### config.mk
export PLATFORM = sky130hd
export DESIGN_NAME = ball_serve_flat
export DESIGN_NICKNAME = d
export VERILOG_FILES = /design/src/rtl/ball_serve_if.sv /design/src/rtl/ball_serve.sv /design/src/flat_wrapper.sv
export SDC_FILE = /design/constraint.sdc
export NUM_CORES = 1
export LEC_CHECK = 0
export BUFFER_PORTS_ARGS = -buffer_cell sky130_fd_sc_hd__buf_2
export CAP_MARGIN = 5
export CORE_MARGIN = 3
export CORE_UTILIZATION = 53
export DETAILED_ROUTE_END_ITERATION = 16
export GPL_TIMING_DRIVEN = 0
export PLACE_DENSITY = 0.9
export SLEW_MARGIN = 25
export SYNTH_ARGS = -nofsm -noshare
export SYNTH_HDL_FRONTEND = slang
export SYNTH_SLANG_ARGS = --single-unit
export TNS_END_PERCENT = 30
### constraint.sdc
create_clock -name clk_i -period 2.86 [get_ports clk_i]
set_clock_uncertainty 0.15 [all_clocks]
set_input_delay 0.715 -clock clk_i [delete_from_list [all_inputs] [get_ports clk_i]]
set_output_delay 0.715 -clock clk_i [all_outputs]
set_load 0.02 [all_outputs]
### src/rtl/ball_serve_if.sv
// Serve handshake bundle between ball_serve (master) and the ball-motion block (slave).
interface ball_serve_if #(
    parameter int unsigned SPEED_W = 4
);
    logic               serve_valid_o;
    logic               serve_ready_i;
    logic               serve_dir_o;
    logic [SPEED_W-1:0] serve_dy_o;

    modport master (output serve_valid_o, output serve_dir_o, output serve_dy_o, input serve_ready_i);
    modport slave  (input serve_valid_o, input serve_dir_o, input serve_dy_o, output serve_ready_i);
endinterface

### src/rtl/ball_serve.sv
// Serve controller: random pre-serve pause, then offers (dir, signed dy) over valid/ready.
// Optional BALL_SERVE_COUNT_EN adds serve_cnt_o, a wrapping count of completed serves.
module ball_serve #(
    parameter int unsigned RND_W      = 16,
    parameter int unsigned MIN_FRAMES = 30,
    parameter int unsigned DLY_BITS   = 5,
    parameter int unsigned SPD_BITS   = 2,
    parameter int unsigned SPEED_W    = 4
) (
    input  logic             clk_i,
    input  logic             rst_n_i,
    input  logic [RND_W-1:0] rnd_num_i,
    input  logic             frame_tick_i,
    input  logic             start_i,
    input  logic             score_l_i,
    input  logic             score_r_i,
    ball_serve_if.master     srv,
    output logic             busy_o
`ifdef BALL_SERVE_COUNT_EN
    ,
    output logic [7:0]       serve_cnt_o
`endif
);
    localparam int unsigned CNT_W = $clog2(MIN_FRAMES + 2**DLY_BITS);

    if (SPEED_W < SPD_BITS + 2) begin : g_bad_speed_w
        $error("SPEED_W cannot hold +/-2**SPD_BITS");
    end
    if (DLY_BITS + SPD_BITS > RND_W - 1) begin : g_bad_rnd_w
        $error("RND_W too narrow for delay, speed and sign fields");
    end
    if (MIN_FRAMES < 1) begin : g_bad_min
        $error("MIN_FRAMES must be at least 1");
    end

    typedef enum logic [1:0] {S_IDLE, S_WAIT, S_OFFER} state_t;

    state_t             r_state;
    logic [CNT_W-1:0]   r_cnt;
    logic               r_dir_pend;
    logic               r_valid;
    logic               r_dir;
    logic [SPEED_W-1:0] r_dy;
    logic               r_busy;
`ifdef BALL_SERVE_COUNT_EN
    logic [7:0]         r_serve_cnt;
`endif

    logic               w_event;
    logic               w_ev_dir;
    logic [CNT_W-1:0]   w_load;
    logic [SPEED_W-1:0] w_mag;
    logic [SPEED_W-1:0] w_dy;
    logic               w_unused_rnd;

    assign w_event  = score_l_i | score_r_i | start_i;
    assign w_ev_dir = score_l_i ? 1'b1 : (score_r_i ? 1'b0 : rnd_num_i[0]);
    assign w_load   = CNT_W'(MIN_FRAMES) + CNT_W'(rnd_num_i[DLY_BITS-1:0]);
    assign w_mag    = SPEED_W'(rnd_num_i[DLY_BITS +: SPD_BITS]) + SPEED_W'(1);
    assign w_dy     = rnd_num_i[RND_W-1] ? (~w_mag + SPEED_W'(1)) : w_mag;
    assign w_unused_rnd = ^rnd_num_i;

    // Direction is held privately until OFFER so the outputs stay at the last serve's values.
    always_ff @(posedge clk_i or negedge rst_n_i) begin
        if (!rst_n_i) begin
            r_state     <= S_IDLE;
            r_cnt       <= '0;
            r_dir_pend  <= 1'b0;
            r_valid     <= 1'b0;
            r_dir       <= 1'b0;
            r_dy        <= '0;
            r_busy      <= 1'b0;
`ifdef BALL_SERVE_COUNT_EN
            r_serve_cnt <= '0;
`endif
        end else begin
            case (r_state)
                S_IDLE: begin
                    if (w_event) begin
                        r_dir_pend <= w_ev_dir;
                        r_cnt      <= w_load;
                        r_state    <= S_WAIT;
                        r_busy     <= 1'b1;
                    end
                end
                S_WAIT: begin
                    if (frame_tick_i) begin
                        r_cnt <= r_cnt - CNT_W'(1);
                        if (r_cnt == CNT_W'(1)) begin
                            r_state <= S_OFFER;
                            r_valid <= 1'b1;
                            r_dir   <= r_dir_pend;
                            r_dy    <= w_dy;
                        end
                    end
                end
                S_OFFER: begin
                    if (srv.serve_ready_i) begin
                        r_state <= S_IDLE;
                        r_valid <= 1'b0;
                        r_busy  <= 1'b0;
`ifdef BALL_SERVE_COUNT_EN
                        r_serve_cnt <= r_serve_cnt + 8'd1;
`endif
                    end
                end
                default: begin
                    r_state <= S_IDLE;
                    r_valid <= 1'b0;
                    r_busy  <= 1'b0;
                end
            endcase
        end
    end

    assign srv.serve_valid_o = r_valid;
    assign srv.serve_dir_o   = r_dir;
    assign srv.serve_dy_o    = r_dy;
    assign busy_o            = r_busy;
`ifdef BALL_SERVE_COUNT_EN
    assign serve_cnt_o       = r_serve_cnt;
`endif
endmodule

### src/flat_wrapper.sv
// flat-port wrapper written by rule: the top's interface ports become plain ports
module ball_serve_flat 
#(
    parameter int unsigned RND_W      = 16,
    parameter int unsigned MIN_FRAMES = 30,
    parameter int unsigned DLY_BITS   = 5,
    parameter int unsigned SPD_BITS   = 2,
    parameter int unsigned SPEED_W    = 4
)
  (clk_i, rst_n_i, rnd_num_i, frame_tick_i, start_i, score_l_i, score_r_i, busy_o, srv_serve_valid_o, srv_serve_dir_o, srv_serve_dy_o, srv_serve_ready_i);
  ball_serve_if #(.SPEED_W(SPEED_W)) srv_i ();
  input  logic clk_i;
  input  logic rst_n_i;
  input  logic [RND_W-1:0] rnd_num_i;
  input  logic frame_tick_i;
  input  logic start_i;
  input  logic score_l_i;
  input  logic score_r_i;
  output logic busy_o;
  output wire logic [$bits(srv_i.serve_valid_o)-1:0] srv_serve_valid_o;
  output wire logic [$bits(srv_i.serve_dir_o)-1:0] srv_serve_dir_o;
  output wire logic [$bits(srv_i.serve_dy_o)-1:0] srv_serve_dy_o;
  input wire logic [$bits(srv_i.serve_ready_i)-1:0] srv_serve_ready_i;
  assign srv_serve_valid_o = srv_i.serve_valid_o;
  assign srv_serve_dir_o = srv_i.serve_dir_o;
  assign srv_serve_dy_o = srv_i.serve_dy_o;
  assign srv_i.serve_ready_i = srv_serve_ready_i;
  ball_serve #(.RND_W(RND_W), .MIN_FRAMES(MIN_FRAMES), .DLY_BITS(DLY_BITS), .SPD_BITS(SPD_BITS), .SPEED_W(SPEED_W)) u_core (.clk_i(clk_i), .rst_n_i(rst_n_i), .rnd_num_i(rnd_num_i), .frame_tick_i(frame_tick_i), .start_i(start_i), .score_l_i(score_l_i), .score_r_i(score_r_i), .srv(srv_i), .busy_o(busy_o));
endmodule
==> results of run 1 <==
logic make-up after synthesis:
kind of cell	count (synthesis)
muxes	7
buffers and inverters	14
xor gates and xnor gates	4
AOI/OAI and AO/OA	27
and+or+nand+nor	26
DFF	16
adders and majority gates	6
cells in the mapped netlist (all sizes together):
cell type / number / area, sq um
nor2b: 1 / 6.260
o21ai: 11 / 55.05
o22ai: 2 / 12.51
nor3: 4 / 31.28
and4b: 1 / 10.01
mux2i: 1 / 10.01
inv: 11 / 41.29
and2: 1 / 8.760
and2b: 1 / 10.01
a21oi: 9 / 45.04
or3: 2 / 13.77
dfrtp: 16 / 400.4
xnor2: 2 / 17.52
nor2: 7 / 26.28
a21boi: 1 / 7.510
xor2: 2 / 17.52
a31oi: 1 / 6.260
ha: 6 / 75.07
nand2: 5 / 18.77
nand3: 1 / 5.000
a31o: 1 / 8.760
o22a: 1 / 10.01
nand2b: 2 / 12.51
mux2: 6 / 86.33
a211o: 1 / 8.760
and3: 1 / 7.510
buf: 3 / 25.02
area by class of cell:
| type | instances | area share |
|---|---|---|
| Clock buffer | 4 | 0.03159 |
| Buffer | 3 | 0.02179 |
| Timing Repair Buffer | 21 | 0.09150 |
| Sequential cell | 16 | 0.3486 |
| Tap cell | 24 | 0.02614 |
| Multi-Input combinational cell | 70 | 0.4444 |
| Inverter | 11 | 0.03595 |
power groups by stage:
stage	combinational (mW)	clock, mW	sequential [mW]
final	0.520	0.152	0.426
after global routing	0.573	0.173	0.438
after CTS	0.518	0.156	0.424
after detailed placement	0.512	0	0.428
after global placement	0.491	0	0.421
after floorplan	0.332	0	0.467
flip-flops by register name (all words and copies together), names as in the netlist:
signal and count:
u_core.busy_o 1, u_core.r_cnt 6, u_core.r_dir_pend 1, u_core.r_state 2, u_core.srv.serve_dir_o 1, u_core.srv.serve_dy_o 4
u_core.srv.serve_valid_o 1
worst max-delay path by stage:
| stage | from | endpoint | slack, ns | cells after the start |
|---|---|---|---|---|
| 3_3_place_gp | score_r_i | u_core.r_cnt[0] | 0.77 | 6 |
| 4_1_cts | u_core.r_cnt[2] | u_core.srv.serve_dy_o[2] | 1.04 | 5 |
| 3_5_place_dp | score_r_i | u_core.r_cnt[0] | 0.74 | 6 |
| 2_1_floorplan | score_r_i | u_core.r_cnt[0] | 1.05 | 5 |
| 6_report | u_core.r_cnt[2] | u_core.srv.serve_dy_o[1] | 1.02 | 5 |
| 5_1_grt | score_r_i | u_core.r_cnt[0] | 0.90 | 6 |
worst max-delay path, cell delays in order, from the launching register on:
cell and delay (ns):
dfrtp_1 0.46, nor3_4 0.26, and4b_1 0.27, and2_4 0.16, buf_8 0.12, mux2_4 0.29
stage by stage:
step,hold WS [ns],instances,worst slack [ns],util
floorplan,0.2694,100,1.046,-
global placement,0.3156,145,0.7711,0.6902
detailed placement,0.3383,145,0.7412,0.6902
CTS,0.1720,149,1.042,0.7127
global route,0.1606,149,0.9047,0.7127
finish,0.1614,149,1.018,0.7127
routing by layer:
metal | track usage | up-vias | share of wire
met1 | 0.2179 | 379 | 0.44
met2 | 0.3145 | 34 | 0.48
li1 | - | 390 | -
met4 | 0.09005 | 0 | 0.014
met3 | 0.04281 | 4 | 0.060
met5 | 0 | - | 0
==> impl_metrics.csv, run 1 <==
group,metric,value,unit
synth,synthAdderAreaFrac,0.07682,
global_routing,grt_pass1_wl,3415,um
clock_network,post_cts_resize_count,0,
synth,synth_compound_area_frac,0.1575,
power_and_ir_drop,powerDensity,956.2,mW/mm^2
drt,firstDrtPassIters,4,
clock_network,cts_root_buf,"clkbuf_4",
synth,yosys_warnings,0,
worst_setup_path,required,2.89,ns
final_layout,final_area,0.001149,sq mm
synth,synthMuxAreaShare,0.09859,
power_and_ir_drop,totalPowerFinal,1.098,mW
sta,rsz0062_at_grt,"false",
worst_setup_path,crit_fanout,6,
place,place_hpwl,1466,um
die,row_count,14,
global_routing,grt_max_degree,17,
power_and_ir_drop,pwr-share-seq,0.388,
sta,fmax,0.5428,GHz
drt,via_per_inst,5.416,
power_and_ir_drop,cellLeakagePower,0.5911,nW
drt,drt.antenna.violating_nets,0,
outcome,status,"finished clean",
drt,dr_total_vias,807,
worst_setup_path,endpoint_kind,"flip-flop",
drt,drc,0,
sta,finalMaxSlewViolations,0,
global_routing,grt_pass1_vias,791,
worst_setup_path,startpoint_type,"flip-flop",
final_layout,final_common_cell,"buf_2",
global_routing,antenna_found_initial,0,
global_routing,groute.usage.overall,0.1849,
sta,final-setup-viol-count,0,
final_layout,layout_common_cells,"buf_2, dfrtp_1, inv_1",
clock_network,clock_latency,0.29,ns
clock_network,numCtsBuffers,3,
synth,synth-simple-area-share,0.1536,
power_and_ir_drop,clockPowerShare,0.139,
job,drv_cap,0,
power_and_ir_drop,intPower,652.3,uW
synth,ys_types,32,
die,start_util,0.6064,
clock_network,hold_buffers,0,
clock_network,clk_pin_slew,0.10,ns
die,dieHeight,48.94,um
final_layout,num-fill-cells,133,
place,io_buffers,21,
drt,wl_per_cell,13.28,um
synth,synth_seq_area_share,0.4097,
synth,synth_xor_area_frac,0.03585,
drt,wl,1979,um
clock_network,cts_setup_buffers,0,
sta,hold_viol_final,0,
worst_setup_path,crit_type,"reg2reg",
worst_setup_path,reg2reg_to,"u_core.srv.serve_dy_o[1]",
sta,worst-slew-pin-transition,0.3488,ns
synth,syn_area,977.2,sq um
final_layout,drive_above_1_share,0.3280,
worst_setup_path,r2r_start,"u_core.r_cnt[2]",
synth,synth_top_family_by_area,"compound AO/OA/AOI/OAI gates",
drt,first_iter_violations,33,
clock_network,cts_tree,"done",
sta,period_share,0.6442,
die,core_area,0.001612,sq mm
die,die_w,48.94,um
clock_network,h-tree-depth,1,
clock_network,cts.sinks,16,
sta,final.setup.tns,0,ns
synth,synthCells,100,
synth,syn_avg_cell_area,9.772,sq um
synth,synth_nets,129,
die,pin_count,30,
clock_network,cts_buffer_depth,2,
final_layout,multiInputGateArea,510.5,sq um
worst_setup_path,critPathArrivalTime,1.87,ns
synth,ys_ff_latch,16,
min_path,hold_class,"in2async",
sta,period_minus_slack,1.842,ns
power_and_ir_drop,p_sw,446.0,uW
global_routing,globalRouteOverflowTotal,0,
final_layout,syn_to_final_growth,17.54,%
worst_setup_path,reg2reg_slack,1.02,ns
sta,timing.slew.headroom,0.7657,
place,globalplace.congestion,0.8139,
power_and_ir_drop,pwr-share-comb,0.473,
place,post_dp_cell_area,0.001112,sq mm
final_layout,regArea,400.4,sq um
final_layout,fin_nets,155,
die,dieArea,0.002395,sq mm
final_layout,n_antenna_cell,0,
power_and_ir_drop,p_sw_frac,0.4061,
power_and_ir_drop,ir_drop,0.5923,mV
worst_setup_path,r2r_cells,5,
Power figures use the tool's default switching activity.
==> inputs of run 2 (changes only) <==
--- a/config.mk
+++ b/config.mk
@@ -8,10 +8,10 @@
 export BUFFER_PORTS_ARGS = -buffer_cell sky130_fd_sc_hd__buf_2
 export CAP_MARGIN = 5
 export CORE_MARGIN = 3
-export CORE_UTILIZATION = 53
+export CORE_UTILIZATION = 45
 export DETAILED_ROUTE_END_ITERATION = 16
 export GPL_TIMING_DRIVEN = 0
-export PLACE_DENSITY = 0.9
+export PLACE_DENSITY = 0.82
 export SLEW_MARGIN = 25
 export SYNTH_ARGS = -nofsm -noshare
 export SYNTH_HDL_FRONTEND = slang
==> constraint.sdc (replaced) <==
create_clock -name clk_i -period 1.5 [get_ports clk_i]
set_clock_uncertainty 0.15 [all_clocks]
set_input_delay 0.375 -clock clk_i [delete_from_list [all_inputs] [get_ports clk_i]]
set_output_delay 0.375 -clock clk_i [all_outputs]
set_load 0.02 [all_outputs]
==> run 2 against run 1 <==
Against the previous run: the flow now finishes with violations (setup timing); final cell count up 4.7%; via count up 2.5%; setup slack worse by 1.2 ns; first-iteration DRC count down 21%; fmax up 8.3%; die area up 16%; hold slack better by 0.021 ns; global-route usage down 1.9 points; clock power up 87%; cell area up 5.3%.
==> impl_metrics.csv, run 2 (same netlist as run 1, synthesis figures left out) <==
group,metric,value,unit
sta,period_share,1.134,
place,place_hpwl,1502,um
clock_network,clock_latency,0.29,ns
final_layout,fin_nets,159,
worst_setup_path,crit_buf_inv,1,
global_routing,globalRouteOverflowTotal,0,
final_layout,final_common_cell,"buf_2",
worst_setup_path,cp-startpoint,"u_core.r_cnt[1]",
clock_network,h-tree-depth,1,
final_layout,syn_to_final_growth,23.82,%
sta,final.setup.tns,-1.151,ns
worst_setup_path,endpoint_kind,"flip-flop",
place,place_ws,-0.2926,ns
sta,hold_viol_final,0,
place,globalplace.congestion,0.7820,
clock_network,cts_tree,"done",
sta,final-setup-viol-count,9,
final_layout,layout_common_cells,"buf_2, dfrtp_1, inv_1",
sta,holdWs,0.1819,ns
final_layout,n_antenna_cell,0,
worst_setup_path,required,1.53,ns
worst_setup_path,crit_type,"reg2reg",
global_routing,grt_max_degree,17,
die,dieHeight,52.60,um
die,core_area,0.002002,sq mm
min_path,min_from,"rnd_num_i[0]",
worst_setup_path,slowest_stage,"dfrtp_1",
place,io_buffers,21,
worst_setup_path,crit_chain,"inv_2, ha_2, and4b_1, and2_4, mux2_4",
final_layout,largest_reg_flops,6,
sta,rsz0062_at_grt,"true",
place,dp.cells,148,
power_and_ir_drop,powerDensity,1878,mW/mm^2
global_routing,groute.usage.overall,0.1656,
sta,period_minus_slack,1.700,ns
drt,wl,2116,um
drt,drt.antenna.violating_nets,0,
worst_setup_path,crit_fanout,6,
drt,first_iter_violations,26,
sta,finalMaxSlewViolations,0,
global_routing,grt_pass1_vias,815,
die,pin_count,30,
sta,layout_setup_ws,-0.2005,ns
power_and_ir_drop,totalPowerFinal,2.272,mW
clock_network,cts_root_buf,"clkbuf_4",
clock_network,cts_buffer_depth,2,
die,start_util,0.4881,
worst_setup_path,startpoint_type,"flip-flop",
job,drv_cap,0,
outcome,status,"complete, but fails checks",
outcome,violations,"setup timing",
die,row_count,16,
sta,timing.slew.headroom,0.7696,
sta,fmax,0.5881,GHz
worst_setup_path,slowest_delay,0.43,ns
die,die_w,52.60,um
sta,worst-slew-pin-transition,0.3455,ns
global_routing,antenna_found_initial,0,
power_and_ir_drop,cellLeakagePower,0.6160,nW
die,dieArea,0.002767,sq mm
clock_network,cts.sinks,16,
drt,dr_total_vias,827,
worst_setup_path,r2r_start,"u_core.r_cnt[1]",
min_path,hold_class,"in2reg",
clock_network,numCtsBuffers,3,
final_layout,top_register,"u_core.r_cnt",
drt,wl_per_cell,13.56,um
worst_setup_path,crit_family,"simple AND/OR/NAND/NOR gates",
global_routing,grt_pass1_wl,3353,um
power_and_ir_drop,ir_drop,1.012,mV
drt,firstDrtPassIters,4,
worst_setup_path,critPathArrivalTime,1.73,ns
clock_network,clk_pin_slew,0.09,ns
final_layout,finalNonFillerCells,156,
drt,via_per_inst,5.301,
drt,drc,0,
final_layout,drive_above_1_share,0.4109,
## run 2: changes by cell type in the layout (fill, tap and decap cells not counted), sizes merged
cell	change
dlygate4sd3	+1
buf	+3
## run 2: metal layers
metal	global-route usage	share of wire	up-vias
li1	-	-	402
met4	0.08511	0.017	0
met5	0	0	-
met1	0.2072	0.42	385
met2	0.2727	0.51	35
met3	0.02564	0.054	5
## run 2: final cells by class
type                    count  area [sq um]
clock buffers               4         36.28
well taps                  27         33.78
repair buffers             26         145.1
flip-flops and latches     16         405.4
fillers                   180         792.0
multi-input cells          70         529.3
inverters                  11         41.29
plain buffers               2         18.77
## run 2: worst min-delay path: cells and delay by family
| family | cells | cell delay, ns |
|---|---|---|
| buffers and inverters | 1 | 0.11 |
| AOI/OAI and AO/OA | 1 | 0.05 |
| and+or+nand+nor | 1 | 0.05 |
## run 2: stage by stage
stage	area, sq um	util
finish	1210	0.6044
global route	1210	0.6044
CTS	1187	0.5931
detailed placement	1116	0.5575
global placement	1116	0.5575
floorplan	977.2	-
## run 2: report_power, final
| group | switching, mW | leakage (nW) | total, mW | internal (mW) |
|---|---|---|---|---|
| Sequential | 0.180 | 0.189 | 0.818 | 0.638 |
| Combinational | 0.598 | 0.406 | 1.17 | 0.571 |
| Clock | 0.137 | 0.0210 | 0.285 | 0.148 |
## run 2: worst paths after layout
path / endpoint / slack (ns) / depth (start not counted)
min: u_core.r_cnt[0] / 0.18 / 3
max reg2reg: u_core.srv.serve_dy_o[0] / -0.20 / 5
min reg2reg: u_core.r_dir_pend / 0.34 / 2
max: u_core.srv.serve_dy_o[0] / -0.20 / 5
min in group asynchronous: u_core.busy_o / 0.36 / 2
max in group asynchronous: u_core.r_cnt[2] / 0.56 / 2
## run 2: what timing repair did
action / in CTS / in global routing
gates resized for setup: 12 / 5
endpoints found under the hold margin: 16 / 0
setup endpoints to repair: 12 / 11
hold buffers: 1 / 0
buffers inserted: 3 / 1
pin swaps: 4 / 3
==> inputs of run 3 (changes only) <==
--- a/config.mk
+++ b/config.mk
@@ -5,6 +5,7 @@
 export SDC_FILE = /design/constraint.sdc
 export NUM_CORES = 1
 export LEC_CHECK = 0
+export ABC_AREA = 1
 export BUFFER_PORTS_ARGS = -buffer_cell sky130_fd_sc_hd__buf_2
 export CAP_MARGIN = 5
 export CORE_MARGIN = 3
==> run 3 against run 2 <==
Against the previous run: the run now ends clean; core utilization up 1.0 points; synthesized cell count grew 30%; clock power fell by 24%; flip-flop and latch count unchanged; final cell count grew 19%; die area rose by 3.2%; first-iteration DRC count decreased by 50%; fmax rose by 19%; via count rose by 12%; register-to-register slack better by 0.27 ns; critical path depth up 3; sequential share of layout area decreased by 1.6 points.
==> impl_metrics.csv, run 3 <==
group,metric,value,unit
synth,yosysTopAreaCell,"dfrtp_1",
final_layout,n_antenna_cell,0,
place,io_buffers,21,
synth,synth_area_leaders,"dfrtp_1, nand2_1, ha_1, inv_1, o21ai_0",
synth,yosysMostFrequentCell,"nand2_1",
final_layout,drive_above_1_share,0.3082,
final_layout,final_common_cell,"nand2_1",
power_and_ir_drop,cellLeakagePower,0.6803,nW
synth,synth_seq_area_share,0.3956,
worst_setup_path,crit_type,"reg2reg",
final_layout,largest_reg_flops,6,
final_layout,layout_common_cells,"nand2_1, buf_2, inv_1",
synth,postSynth.asyncResetShare,1.000,
worst_setup_path,slowest_delay,0.40,ns
clock_network,h-tree-depth,1,
global_routing,globalRouteOverflowTotal,0,
die,die_w,53.43,um
clock_network,cts.sinks,16,
worst_setup_path,critPathArrivalTime,1.46,ns
synth,yosys_warnings,0,
min_path,hold_path_depth,2,
synth,synthTopCellsByCount,"nand2_1, inv_1, dfrtp_1, nor2_1, o21ai_0",
worst_setup_path,slowest_stage,"dfrtp_1",
power_and_ir_drop,totalPowerFinal,1.957,mW
worst_setup_path,crit_family,"flip-flops",
drt,via_per_inst,5.000,
sta,final-setup-viol-count,0,
sta,worst-slew-pin-transition,0.3493,ns
job,drv_cap,0,
synth,synth_edf_count,0,
die,row_count,16,
clock_network,clk_pin_slew,0.08,ns
die,core_area,0.002042,sq mm
worst_setup_path,crit_buf_inv,3,
final_layout,syn_to_final_growth,23.98,%
sta,finalMaxSlewViolations,0,
outcome,status,"finished clean",
sta,timing.slew.headroom,0.7671,
synth,synth_flop_cell,"dfrtp_1",
global_routing,grt_pass1_wl,3588,um
synth,netlist.area_leader.share,0.3956,
sta,period_minus_slack,1.434,ns
power_and_ir_drop,powerDensity,1560,mW/mm^2
drt,wl_per_cell,11.34,um
drt,dr_total_vias,930,
drt,first_iter_violations,13,
global_routing,groute.usage.overall,0.1714,
die,dieArea,0.002854,sq mm
place,globalplace.congestion,0.8249,
sta,layout_setup_ws,0.06562,ns
drt,drc,0,
sta,fmax,0.6972,GHz
sta,hold_viol_final,0,
final_layout,top_register,"u_core.r_cnt",
die,start_util,0.4957,
worst_setup_path,required,1.53,ns
sta,period_share,0.9563,
min_path,min_from,"rnd_num_i[5]",
synth,synth_nets,159,
place,place_ws,0.01030,ns
final_layout,fin_nets,190,
die,pin_count,30,
worst_setup_path,r2r_cells,8,
synth,ys_ff_latch,16,
drt,firstDrtPassIters,4,
clock_network,cts_buffer_depth,2,
global_routing,antenna_found_initial,0,
sta,final.setup.tns,0,ns
drt,wl,2109,um
clock_network,cts_tree,"done",
die,dieHeight,53.43,um
clock_network,clock_latency,0.28,ns
drt,drt.antenna.violating_nets,0,
min_path,hold_class,"in2reg",
worst_setup_path,crit_fanout,5,
synth,syn_area,0.001012,sq mm
worst_setup_path,crit_chain,"inv_2, ha_4, inv_1, nor2_4, nand4_4, buf_8, nand2_2, o21ai_2",
worst_setup_path,reg2reg_to,"u_core.srv.serve_dy_o[0]",
synth,ys_types,22,
power_and_ir_drop,ir_drop,1.203,mV
worst_setup_path,startpoint_type,"flip-flop",
worst_setup_path,endpoint_kind,"flip-flop",
clock_network,cts_root_buf,"clkbuf_4",
synth,syn_avg_cell_area,7.786,sq um
clock_network,numCtsBuffers,3,
place,place_hpwl,1559,um
synth,synthCells,130,
final_layout,num-fill-cells,190,
min_path,min_to,"u_core.srv.serve_dy_o[0]",
final_layout,final_util,0.6146,
global_routing,grt_pass1_vias,881,
worst_setup_path,reg2reg_slack,0.07,ns
global_routing,grt_max_degree,17,
worst_setup_path,r2r_start,"u_core.r_cnt[1]",
==> run 3: cell count changes in the layout (fill, tap and decap cells not counted), moves of 5 or more <==
cell     change
inv_1        +7
nand2_2      +5
nand2_1     +24
mux2_4       -5
nand3_1      +8
o21ai_1      -5
nor2_1       +5
o21ai_0      +5
==> run 3: layout make-up <==
class | count | area (sq um) | area share
Multi-Input combinational cell | 91 | 538.0 | 0.4287
Sequential cell | 16 | 400.4 | 0.3190
Timing Repair Buffer | 26 | 162.7 | 0.1296
Inverter | 22 | 82.58 | 0.06580
Tap cell | 27 | 33.78 | 0.02692
Clock buffer | 3 | 22.52 | 0.01795
Buffer | 1 | 15.01 | 0.01196
==> run 3: per-layer routing <==
layer,global-route usage,share of wire,up-vias
li1,-,-,473
met1,0.2031,0.42,412
met2,0.3000,0.50,36
met3,0.01690,0.056,9
met4,0.08936,0.027,0
met5,0,0,-
==> run 3: power breakdown <==
group	leakage [nW]	internal (mW)	switching (mW)
clock network	0.0138	0.0933	0.122
logic	0.470	0.388	0.619
registers	0.196	0.602	0.134
==> run 3: worst register-to-register path: stages (launching register included) <==
cell,delay [ns]
dfrtp_1,0.40
inv_2,0.09
ha_4,0.12
inv_1,0.06
nor2_4,0.11
nand4_4,0.13
buf_8,0.17
nand2_2,0.05
o21ai_2,0.05
==> run 3: cells by family after synthesis <==
group / synth area share
simple gates: 0.2769
compound gates: 0.1434
buf+inv: 0.09271
flops: 0.3955
fa+ha+maj: 0.07416
xor+xnor: 0.01731
==> run 3: how the worst max path moves through the flow <==
stage                                     to  cells after the start  slack (ns)             from
finish              u_core.srv.serve_dy_o[0]                      8        0.07  u_core.r_cnt[1]
global route        u_core.srv.serve_valid_o                      7       -0.03  u_core.r_cnt[1]
CTS                 u_core.srv.serve_dy_o[1]                      8       0.008  u_core.r_cnt[1]
detailed placement  u_core.srv.serve_dy_o[1]                      6        0.01     rnd_num_i[5]
global placement    u_core.srv.serve_dy_o[0]                      8        0.04  u_core.r_cnt[1]
floorplan             u_core.srv.serve_dir_o                      8        0.13  u_core.r_cnt[1]
==> run 3: repair_timing <==
item,4_1_cts,5_1_grt
hold buffers,1,0
setup buffers,0,3
endpoints found under the setup margin,0,12
resized for setup,0,7
hold endpoints to repair,16,0
==> run 3: per-stage QoR <==
step           std cells  hold WS, ns  cell area [sq um]
6_report             186       0.1789               1255
4_1_cts              182       0.1682               1184
3_5_place_dp         178       0.1596               1151
2_1_floorplan        130     -0.07059               1012
3_3_place_gp         178       0.1552               1151
5_1_grt              186       0.1848               1255
